File: config.mk
export PLATFORM = sky130hd
export DESIGN_NAME = imm_ext_pipe
export DESIGN_NICKNAME = d
export VERILOG_FILES = /design/src/rtl/imm_ext_pkg.sv /design/src/rtl/imm_ext_pipe_core.sv /design/src/rtl/imm_ext_pipe.sv
export SDC_FILE = /design/constraint.sdc
export NUM_CORES = 1
export LEC_CHECK = 0
export BUFFER_PORTS_ARGS = -buffer_cell sky130_fd_sc_hd__buf_2
export CAP_MARGIN = 20
export CORE_AREA = 10 10 101 103
export DETAILED_ROUTE_END_ITERATION = 8
export DIE_AREA = 0 0 111 113
export GPL_TIMING_DRIVEN = 0
export SYNTH_ARGS = -nofsm -noshare
export SYNTH_HDL_FRONTEND = slang
export SYNTH_HIERARCHICAL = 1
export SYNTH_SLANG_ARGS = --single-unit
File: constraint.sdc
create_clock -name clk -period 2.7 [get_ports clk]
set_input_delay 0.675 -clock clk [delete_from_list [all_inputs] [get_ports clk]]
set_output_delay 0.675 -clock clk [all_outputs]
set_load 0.005 [all_outputs]
File: src/rtl/imm_ext_pkg.sv
// imm_ext_pkg: shared extension modes and FIFO depth for the immediate-extension unit
package imm_ext_pkg;
  typedef enum logic [1:0] {EXT_ZERO, EXT_SIGN, EXT_LUI, EXT_BOFF} ext_mode_t;
  localparam int FIFO_DEPTH = 2;
endpackage

File: src/rtl/imm_ext_pipe_core.sv
// imm_ext_core: combinational immediate widening in zero, sign, load-upper and branch-offset modes
module imm_ext_core
  import imm_ext_pkg::*;
#(
  parameter int IN_W  = 16,
  parameter int OUT_W = 32
) (
  input  logic [IN_W-1:0]  imm,
  input  ext_mode_t        mode,
  output logic [OUT_W-1:0] ext
);
  logic [OUT_W-1:0] zx, sx;
  always_comb begin
    zx  = OUT_W'(imm);
    sx  = OUT_W'($signed(imm));
    ext = mode == EXT_ZERO ? zx :
          mode == EXT_SIGN ? sx :
          mode == EXT_LUI  ? zx << (OUT_W - IN_W) : sx << 2;
  end
endmodule

File: src/rtl/imm_ext_pipe.sv
// imm_ext_pipe: registered immediate extender behind a 2-entry valid/ready FIFO with transfer counter
module imm_ext_pipe
  import imm_ext_pkg::*;
#(
  parameter int IN_W  = 16,
  parameter int OUT_W = 32,
  parameter int CNT_W = 8
) (
  input  logic             clk,
  input  logic             reset,
  input  logic             in_valid,
  output logic             in_ready,
  input  logic [IN_W-1:0]  in_imm,
  input  logic [1:0]       in_mode,
  output logic             out_valid,
  input  logic             out_ready,
  output logic [OUT_W-1:0] out_data,
  output logic [CNT_W-1:0] xfer_cnt
);
  logic [OUT_W-1:0] mem [FIFO_DEPTH];
  logic [OUT_W-1:0] ext;
  logic             rd_ptr, wr_ptr, push, pop;
  logic [1:0]       count, count_next;
  if (IN_W < 1 || OUT_W < IN_W) begin : g_bad_params
    $error("imm_ext_pipe: parameters require 1 <= IN_W <= OUT_W");
  end
  imm_ext_core #(.IN_W(IN_W), .OUT_W(OUT_W)) u_core (
    .imm (in_imm),
    .mode(ext_mode_t'(in_mode)),
    .ext (ext)
  );
  always_comb begin
    push       = in_valid & in_ready;
    out_valid  = count != 2'd0;
    pop        = out_valid & out_ready;
    out_data   = out_valid ? mem[rd_ptr] : '0;
    count_next = count + 2'(push) - 2'(pop);
  end
  always_ff @(posedge clk) begin
    if (push) mem[wr_ptr] <= ext;
  end
  // in_ready is registered from the next count so it never follows out_ready combinationally
  always_ff @(posedge clk) begin
    if (reset) begin
      rd_ptr   <= 1'b0;
      wr_ptr   <= 1'b0;
      count    <= 2'd0;
      in_ready <= 1'b1;
      xfer_cnt <= '0;
    end else begin
      if (push) wr_ptr <= ~wr_ptr;
      if (pop) begin
        rd_ptr   <= ~rd_ptr;
        xfer_cnt <= xfer_cnt + CNT_W'(1);
      end
      count    <= count_next;
      in_ready <= count_next < 2'(FIFO_DEPTH);
    end
  end
endmodule

==> results by group, run 1 <==
Outcome
  – Outcome: complete, no violations

Floorplanning
  – Die width: between 100 and 150 um
  – Core Region: between 8000 and 9000 um2
  – Initial core utilization: between 40% and 50%
  – Die H: 113 um
  – Die area: about 13000 um2
  – Top-Level Pins: 64
  – Num rows: 33

Timing
  – Slew Viols, Final: 0
  – Maximum clock rate: 401 MHz
  – RSZ-0062 raised after global routing: false
  – Minimum clock period: between 2 and 2.5 ns
  – Slew @ Worst Pin: about 0.8 ns
  – Max-Slew Margin vs Limit: approximately half
  – Setup-failing EPs final: 0
  – Fin Hold WS: around 0.5 ns
  – Final Skew: 0.00683 ns
  – Fin crit share: 92.3%
  – Setup TNS: 0 ns
  – Final hold viol count: 0

Layout
  – Layout cells sized above 1: between 30% and 40%
  – Commonest non-fill, non-tap cells in the layout: buf_2, edfxtp_1, nor2_1
  – # diodes: 0
  – Fin cells: approximately 430
  – Commonest non-fill, non-tap cell in the layout: buf_2
  – Syn-to-layout area delta: 22.1%
  – Nets: 344

Global route
  – Vias in the first global route: ~2100
  – First-pass GRT wire length: ~11000 um
  – Total global-route track usage: a little over a tenth
  – Initial antenna violation count: 0
  – Grt ovf: 0
  – Largest net degree at the start of global routing: 33

Detailed routing
  – DRC: 0
  – Via count: approximately 2100
  – Routed vias/inst: 4.94
  – Iter 0 DRT Violations: 89
  – Post-DRT Antenna Nets: 0
  – Detailed Route WL: between 6000 and 7000 um
  – DRT Pass-1 Iters: 5
  – Wirelength per Cell: between 15 and 20 um

Pwr
  – Final Total Pwr: 3890 uW
  – Maximum VDD drop: 0.626 mV
  – Lkg Pwr: around 0.0017 uW
  – PD cells: between 900 and 1000 nW/um2

Worst setup path
  – Buf/Inv on CP: 2
  – Crit path launch type: flip-flop
  – Most frequent CP cell: nor2_1
  – Critical path, cell by cell: nor2_1 -> clkbuf_1 -> nor2_1 -> buf_2
  – Crit Path Class: flip-flop to output pin
  – Max incr delay on CP: between 0.4 and 0.5 ns
  – Delay-heaviest family, CP: buffers and inverters
  – Max FO, Critical Path: 10
  – Setup crit end kind: output pin
  – Crit-path slowest cell: clkbuf_1
  – Critical Path AT: ~1.8 ns
  – Req. time, crit path: 2.03 ns

Logic synthesis
  – #FFs+latches synth: 78
  – Syn_area_per_cell: about 14 um2
  – Post-synthesis sequential area ratio: between 60% and 70%
  – Yosys top cell by area: edfxtp_1
  – Syn. warnings: 6
  – Top-area cell type share of the netlist area: ~57%
  – Net Count, Synth: between 200 and 300
  – Synth area leaders: edfxtp_1, mux2i_1, dfxtp_1, nor2_1, a22o_1
  – Mapped Cells: ~240
  – Yosys cell types: 36
  – Post-synth ARST share: 0%
  – Top FF cell, synth: edfxtp_1
  – Synthesized cell area: between 3000 and 4000 um2
  – EDFF count, synth: between 60 and 70

Place
  – DP HPWL: about 5000 um
  – GPL Wtd Cong: a little under 0.8
  – Inst Count DP: about 410
  – Port bufs: 63

Clock network
  – Maximum buffer depth of the clock tree: 2
  – Post-CTS Hold Buffers: 0
  – CTS clk-pin slew, worst paths: roughly 0.080 ns
  – Postcts setup bufs: 0
  – Clock Sinks: 78
  – CTS buffer count: 9
  – PostCTS Resize Cnt: 0
  – Skew-Pair Late Insertion Delay: between 0.3 and 0.4 ns
  – CTS root buffer: clkbuf_8
  – H-tree levels: 3
  – CTS tree: done

Worst hold path
  – Hold crit path type: flip-flop to flip-flop

Flow run
  – Max-cap viol count: 0
## cells in the mapped netlist (all sizes together), types with 3 or more instances
cell and count:
o21ai 3, nor2b 4, edfxtp 64, xor2 4, mux2i 33, buf 8, nor2 43, clkbuf 5
inv 7, mux2 3, a21oi 3, and2b 3, a22o 15, a21o 14, ha 3, dfxtp 14
## layout make-up
cell class | instances | area [um2]
flip-flops and latches | 78 | 2200
well taps | 105 | 131
fillers | 733 | 4010
clock inverters | 5 | 129
clock buffers | 11 | 141
repair buffers | 64 | 335
plain buffers | 13 | 91.3
multi-input cells | 146 | 1060
inverters | 7 | 26.3
## stage by stage
| step | util, % | worst slack (ns) | cell area [um2] |
|---|---|---|---|
| 2_1_floorplan | - | 0.157 | 3370 |
| 3_3_place_gp | 47.0 | -0.735 | 3820 |
| 3_5_place_dp | 47.3 | 0.516 | 3850 |
| 4_1_cts | 50.7 | 0.130 | 4120 |
| 5_1_grt | 50.7 | 0.00798 | 4120 |
| 6_report | 50.7 | 0.207 | 4120 |
## power breakdown
part	switching [uW]	total [uW]	internal [uW]
registers	69.1	1600	1540
logic	658	1140	487
clock network	404	1140	737
total	1130	3890	2760
## metal layers
| metal | track usage [%] | routed length [um] | up-vias |
|---|---|---|---|
| li1 | - | - | 1037 |
| met5 | 0 | 0 | - |
| met3 | 3.96 | 479 | 8 |
| met4 | 4.69 | 96 | 0 |
| met1 | 13.2 | 3130 | 1014 |
| met2 | 16.8 | 3190 | 61 |
## logic make-up after synthesis
family                   after synthesis  share of synthesized area [%]
multiplexers                          36                           10.9
buffers and inverters                 20                           3.49
adder cells (fa/ha/maj)                3                           1.11
flip-flops                            78                           65.3
AO/OA/AOI/OAI                         39                           9.12
XOR/XNOR                               6                           1.56
AND/OR/NAND/NOR                       62                           8.57
## tightest hold or removal path: cells and delay by family, from the launching register on
family,cells,cell delay (ns)
flip-flops,1,0.33
AO/OA/AOI/OAI,2,0.13
## flip-flops by register name, summed over array words and instances, names as in the netlist, named ones only
| name | count |
|---|---|
| count | 2 |
| in_ready | 1 |
| mem | 64 |
| rd_ptr | 1 |
| wr_ptr | 1 |
| xfer_cnt | 8 |
## final timing paths
check / to / depth (start not counted) / start / slack, ns
worst max-delay path: out_data[21] / 4 / count[1]$_SDFF_PP0_ / 0.21
worst min-delay path: xfer_cnt[6]$_SDFFE_PP0P_ / 2 / xfer_cnt[6]$_SDFFE_PP0P_ / 0.51
worst max register to register: count[1]$_SDFF_PP0_ / 8 / count[1]$_SDFF_PP0_ / 0.85
worst min register to register: xfer_cnt[6]$_SDFFE_PP0P_ / 2 / xfer_cnt[6]$_SDFFE_PP0P_ / 0.51
(Power assumes the default switching activity.)
==> run 2, diff against run 1 <==
Settings changed: SYNTH_HIERARCHICAL 1 to unset.
==> results by group, run 2 <==
Layout
  – Layout cells sized above 1: about a quarter
  – Max FFs per register: 64
  – Biggest register: mem
  – Commonest non-fill, non-tap cell in the layout: buf_2
  – Final Util: between 40 and 50%
  – Top flop regs: mem: 64 flops, xfer_cnt: 8 flops, count: 2 flops
  – Commonest non-fill, non-tap cells in the layout: buf_2, edfxtp_1, nor2_1
  – Fin cells: roughly 460
  – Nets: about 370
  – # diodes: 0
  – Filler cell count: approximately 750
  – Syn-to-layout area delta: 19.9%

Global route
  – Vias in the first global route: 2284
  – Grt ovf: 0
  – Total global-route track usage: between 10% and 20%
  – Largest net degree at the start of global routing: 33
  – Initial antenna violation count: 0
  – Met1 usage: 13.9%
  – First-pass GRT wire length: 11800 um
  – Met3 Usage GRT: just over 4%
  – GR peak layer: met2
  – GR Layer Usage met2: between 10% and 20%

Floorplanning
  – Die width: ~110 um
  – Die area: roughly 13000 um2
  – Top-Level Pins: between 60 and 70
  – Num rows: 33
  – Die H: 113 um
  – Initial core utilization: between 40 and 50%
  – Core Region: a little over 8000 um2

Worst setup path
  – Buf/Inv on CP: 3
  – R2R setup slack: approximately 0.80 ns
  – Critical Path AT: 1.77 ns
  – Crit path launch type: flip-flop
  – Crit-path slowest cell: buf_2
  – Max FO, Critical Path: 10
  – Crit Path Class: flip-flop to output pin
  – Req. time, crit path: approximately 2 ns
  – Critical path, cell by cell: clkbuf_1 -> buf_2 -> mux2i_1 -> nor2_1 -> buf_2
  – Most frequent CP cell: buf_2
  – Max incr delay on CP: between 0.3 and 0.4 ns
  – Setup crit end kind: output pin
  – Delay-heaviest family, CP: buffers and inverters

Logic synthesis
  – Top-area cell type share of the netlist area: a little under three fifths
  – Count leader, synth: edfxtp_1
  – Post-synth ARST share: 0%
  – Syn_area_per_cell: approximately 12 um2
  – Mapped Cells: 273
  – #FFs+latches synth: around 80
  – Post-synthesis sequential area ratio: 65.7%
  – Syn. warnings: 0
  – Synth area leaders: edfxtp_1, mux2i_1, dfxtp_1, nor2_1, a21o_1
  – Net Count, Synth: slightly below 300
  – Yosys top cell by area: edfxtp_1
  – Synth top cells by count: edfxtp_1, nor2_1, mux2i_1
  – Top FF cell, synth: edfxtp_1
  – Synthesized cell area: between 3000 and 4000 um2
  – EDFF count, synth: 64
  – Yosys cell types: 28

Timing
  – Final hold viol count: 0
  – Setup-failing EPs final: 0
  – Fin Hold WS: about 0.48 ns
  – RSZ-0062 raised after global routing: false
  – Maximum clock rate: between 400 and 500 MHz
  – Minimum clock period: around 2.4 ns
  – Max-Slew Margin vs Limit: between 40% and 50%
  – Slew Viols, Final: 0
  – Slew @ Worst Pin: between 0.8 and 0.9 ns
  – Final Skew: between 0.008 and 0.009 ns
  – Fin crit share: between 90% and 100%

Clock network
  – Post-CTS Hold Buffers: 0
  – H-tree levels: 3
  – CTS clk-pin slew, worst paths: 0.08 ns
  – PostCTS Resize Cnt: 0
  – Maximum buffer depth of the clock tree: 2
  – CTS tree: done
  – CTS buffer count: 9
  – Clock Sinks: 78
  – Postcts setup bufs: 0
  – Skew-Pair Late Insertion Delay: 0.35 ns
  – CTS root buffer: clkbuf_8

Detailed routing
  – Iter 0 DRT Violations: 71
  – Post-DRT Antenna Nets: 0
  – DRT Pass-1 Iters: 4
  – DRC: 0
  – Routed vias/inst: ~5
  – Detailed Route WL: approximately 7300 um
  – Wirelength per Cell: between 15 and 20 um
  – Via count: 2228

Flow run
  – Max-cap viol count: 0

Place
  – GPL Wtd Cong: ~0.7
  – Port bufs: 63
  – Inst Count DP: between 400 and 500
  – DP HPWL: between 5000 and 6000 um

Pwr
  – PD cells: 896 nW/um2
  – Maximum VDD drop: approximately 0.71 mV
  – Lkg Pwr: about 0.0017 uW

Outcome
  – Outcome: complete, no violations

Worst hold path
  – Hold crit path type: flip-flop to flip-flop
-- run 2: cell types whose count changed after synthesis, sizes merged, moves of 5 or more --
cell,delta
o21ai,+17
nand2,+15
a22o,-14
inv,+14
clkbuf,+6
buf,-5
-- run 2: power by group --
part,internal [uW],switching [uW],total (uW)
clock network,420,419,840
logic,477,673,1150
registers,1540,72.2,1610
total,2430,1160,3600
-- run 2: per-stage QoR --
| stage | power, uW | setup slack (ns) | TNS [ns] | instance area, um2 |
|---|---|---|---|---|
| floorplan | 2310 | 0.157 | 0 | 3350 |
| global placement | 2790 | -0.851 | -27.19 | 3800 |
| detailed placement | 2820 | 0.447 | 0 | 3830 |
| CTS | 3650 | 0.0549 | 0 | 4020 |
| global route | 3850 | 0.0714 | 0 | 4020 |
| finish | 3600 | 0.257 | 0 | 4020 |
-- run 2: path summary, 6_finish.rpt --
kind / from / end / depth (start not counted)
hold / removal: xfer_cnt[7]$_SDFFE_PP0P_ / xfer_cnt[7]$_SDFFE_PP0P_ / 2
setup reg to reg: count[1]$_SDFF_PP0_ / count[1]$_SDFF_PP0_ / 8
hold reg to reg: xfer_cnt[7]$_SDFFE_PP0P_ / xfer_cnt[7]$_SDFFE_PP0P_ / 2
setup / recovery: flip-flop / out_data[11] / 5
-- run 2: layout make-up --
cell class	instances	area (um2)	area share, %
Sequential cell	78	2200	54.8
Multi-Input combinational cell	160	1020	25.4
Timing Repair Buffer	64	335	8.35
Tap cell	105	131	3.27
Clock buffer	9	124	3.08
Inverter	21	78.8	1.96
Clock inverter	7	65.1	1.62
Buffer	14	58.8	1.46
-- run 2: per-layer routing --
layer,wire (um),part of all wire (%)
met1,3370,46
met2,3420,47
met3,446,6.1
met4,95,1.3
met5,0,0
-- run 2: cell families (layout without fill, tap and decap cells) --
group	Yosys count	count (layout)	synth area share (%)
DFF	78	78	65.7
buffers and inverters	35	115	4.03
and+or+nand+nor	75	75	9.67
adders and majority gates	3	3	1.12
xor gates and xnor gates	6	6	1.57
AOI/OAI and AO/OA	43	43	8.03
muxes	33	33	9.86
-- run 2: worst reg2reg max path: stages, from the launching register on --
cell and delay (ns):
dfxtp_1 0.37, o21ai_1 0.39, inv_1 0.09, ha_1 0.29, inv_1 0.04, ha_1 0.18
xnor2_1 0.13, xnor2_1 0.21, nor2b_1 0.15
==> run 3, diff against run 2 <==
Settings changed: ABC_AREA set to 1.
==> results by group, run 3 <==
Outcome
  – Outcome: complete, no violations

Worst hold path
  – Hold endpoint: rd_ptr$_SDFFE_PP0P_
  – Hold crit path type: flip-flop to flip-flop
  – Hold depth: 1
  – Worst hold start: rd_ptr$_SDFFE_PP0P_

Clock network
  – CTS clk-pin slew, worst paths: around 0.08 ns
  – Skew-Pair Late Insertion Delay: 0.35 ns
  – Post-CTS Hold Buffers: 0
  – CTS tree: done
  – CTS root buffer: clkbuf_8
  – Maximum buffer depth of the clock tree: 2
  – Clock Sinks: 78
  – PostCTS Resize Cnt: 0
  – CTS buffer count: 9
  – H-tree levels: 3
  – Postcts setup bufs: 0

Timing
  – RSZ-0062 raised after global routing: false
  – Slew @ Worst Pin: ~0.57 ns
  – Fin crit share: roughly nine tenths
  – Slew Viols, Final: 0
  – Setup-failing EPs final: 0
  – Final hold viol count: 0
  – Setup TNS: 0 ns
  – Max-Slew Margin vs Limit: around 62%
  – Final Skew: around 0.011 ns
  – Maximum clock rate: a little over 400 MHz
  – Minimum clock period: 2.41 ns

Logic synthesis
  – Synthesized cell area: 3340 um2
  – Post-Synth Adder-Cell Area: roughly 1.1%
  – EDFF count, synth: 64
  – Mapped Cells: 327
  – XOR/XNOR share of the synthesized area: 0.786%
  – Yosys cell types: 22
  – Top-area cell type share of the netlist area: 57.5%
  – Synth top cells by count: nand2_1, edfxtp_1, inv_1
  – Post-synthesis compound-gate area fraction: 11.2%
  – Post-synthesis mux area share: 0%
  – Post-synthesis sequential area ratio: between 60% and 70%
  – Syn. warnings: 0
  – Top FF cell, synth: edfxtp_1
  – #FFs+latches synth: 78
  – Synth Area in Simple Gates: 14.3%
  – Count leader, synth: nand2_1
  – Syn_area_per_cell: slightly above 10 um2
  – Post-synth ARST share: 0%
  – Largest family of logic cells by synthesized area: simple AND/OR/NAND/NOR gates
  – Net Count, Synth: roughly 350
  – Yosys top cell by area: edfxtp_1
  – Synth area leaders: edfxtp_1, nand2_1, dfxtp_1, a21oi_1, inv_1

Layout
  – Commonest non-fill, non-tap cell in the layout: nand2_1
  – Post-route design area: 4080 um2
  – Layout cells sized above 1: 24.3%
  – # diodes: 0
  – Max FFs per register: between 60 and 70
  – Commonest non-fill, non-tap cells in the layout: nand2_1, buf_2, edfxtp_1
  – Top flop regs: mem: 64 flops, xfer_cnt: 8 flops, count: 2 flops
  – Final Util: around 50%
  – Filler cell count: approximately 740
  – Biggest register: mem
  – Syn-to-layout area delta: 22.1%
  – Nets: ~430

Floorplanning
  – Core Region: ~8000 um2
  – Initial core utilization: 41.1%
  – Top-Level Pins: 64
  – Die width: 111 um
  – Die area: around 13000 um2
  – Num rows: 33
  – Die H: 113 um

Flow run
  – Max-cap viol count: 0

Worst setup path
  – Most frequent CP cell: buf_2
  – Critical path, cell by cell: buf_2 -> clkbuf_1 -> nand2_1 -> a21oi_1 -> buf_2
  – R2R setup slack: about 1.0 ns
  – Crit Path Class: flip-flop to output pin
  – Setup crit end kind: output pin
  – Req. time, crit path: slightly above 2 ns
  – Max FO, Critical Path: 10
  – Worst flop-to-flop path startpoint: count[1]$_SDFF_PP0_
  – Max incr delay on CP: approximately 0.46 ns
  – FF-to-FF End: in_ready$_SDFF_PP1_
  – Crit path launch type: flip-flop
  – Critical Path AT: ~1.7 ns
  – Crit-path slowest cell: clkbuf_1
  – Reg2Reg Depth: 8

Detailed routing
  – Routed vias/inst: roughly 5
  – DRT Pass-1 Iters: 5
  – Wirelength per Cell: 15.6 um
  – DRC: 0
  – Detailed Route WL: 7980 um
  – Post-DRT Antenna Nets: 0
  – Iter 0 DRT Violations: between 100 and 150
  – Via count: roughly 2500

Place
  – Port bufs: between 60 and 70
  – DP HPWL: 5670 um
  – Placed instance area: just under 4000 um2
  – GPL Wtd Cong: slightly below 0.8

Global route
  – Total global-route track usage: 12.8%
  – First-pass GRT wire length: 12900 um
  – Largest net degree at the start of global routing: 23
  – Vias in the first global route: approximately 2600
  – Initial antenna violation count: 0
  – Grt ovf: 0

Pwr
  – PD cells: between 900 and 1000 nW/um2
  – Lkg Pwr: ~0.0017 uW
  – NetSw: around 1200 uW
  – Switch share: about a third
  – Part of the power in registers: 42.6%
  – Maximum VDD drop: roughly 0.48 mV
  – Int Power: between 2000 and 2500 uW
  – Clock power share: about a quarter
  – Comb pwr share: approximately 31%
run 3: changes by cell type after synthesis, moves of 4 or more:
cell and change:
inv_1 +16, mux2i_1 -33, a21o_1 -14, clkbuf_1 -7, nand2_1 +67, a21oi_1 +31, o22ai_1 +15, nor2_1 -18
nand3_1 +4, nor2b_1 -5, buf_2 +7
run 3: power by group through the flow:
stage / combinational (uW) / clock, uW / sequential (uW)
floorplan: 650 / 0 / 1590
global placement: 1110 / 0 / 1600
detailed placement: 1170 / 0 / 1590
CTS: 1180 / 973 / 1570
global route: 1310 / 1040 / 1580
finish: 1150 / 959 / 1570
run 3: critical path, delay by kind of cell, from the launching register on:
kind	cells	cell delay [ns]
buffers and inverters	3	0.76
AO/OA/AOI/OAI	1	0.21
AND/OR/NAND/NOR	1	0.12
flip-flops	1	0.31
run 3: kinds of logic (layout without fill, tap and decap cells):
group,count (synthesis),after routing
flops,78,78
buf+inv,54,135
simple gates,119,119
fa+ha+maj,3,3
compound gates,70,70
xor+xnor,3,3
run 3: worst max-delay path by stage:
stage | from | endpoint | slack (ns) | cells after the start
CTS | flip-flop | out_data[18] | 0.32 | 5
detailed placement | flip-flop | out_data[11] | 0.71 | 5
floorplan | in_valid | mem[1][0]$_DFFE_PP_ | 0.14 | 2
global placement | in_valid | mem[1][8]$_DFFE_PP_ | -0.78 | 3
global route | flip-flop | out_data[18] | 0.16 | 5
finish | flip-flop | out_data[11] | 0.29 | 5
run 3: layout make-up:
type / instances / area, um2 / area share [%]
repair buffers: 65 / 370 / 9.07
inverters: 38 / 143 / 3.49
clock inverters: 7 / 97.6 / 2.39
multi-input cells: 195 / 930 / 22.8
clock buffers: 9 / 124 / 3.03
well taps: 105 / 131 / 3.22
flip-flops and latches: 78 / 2200 / 54.0
plain buffers: 16 / 83.8 / 2.05
run 3: routing by layer:
| layer | part of all wire (%) | track usage, % |
|---|---|---|
| met4 | 2.2 | 6.25 |
| met5 | 0 | 0 |
| met3 | 8.3 | 4.60 |
| met2 | 46 | 20.8 |
| met1 | 43 | 14.8 |
run 3: per-stage QoR:
step           power, uW  setup WS (ns)  cells  hold WS (ns)
3_5_place_dp        2770          0.706    497         0.446
6_report            3670          0.287    513         0.462
5_1_grt             3930          0.162    513         0.474
3_3_place_gp        2710         -0.776    495         0.439
2_1_floorplan       2240          0.140    327         0.425
4_1_cts             3720          0.318    513         0.459
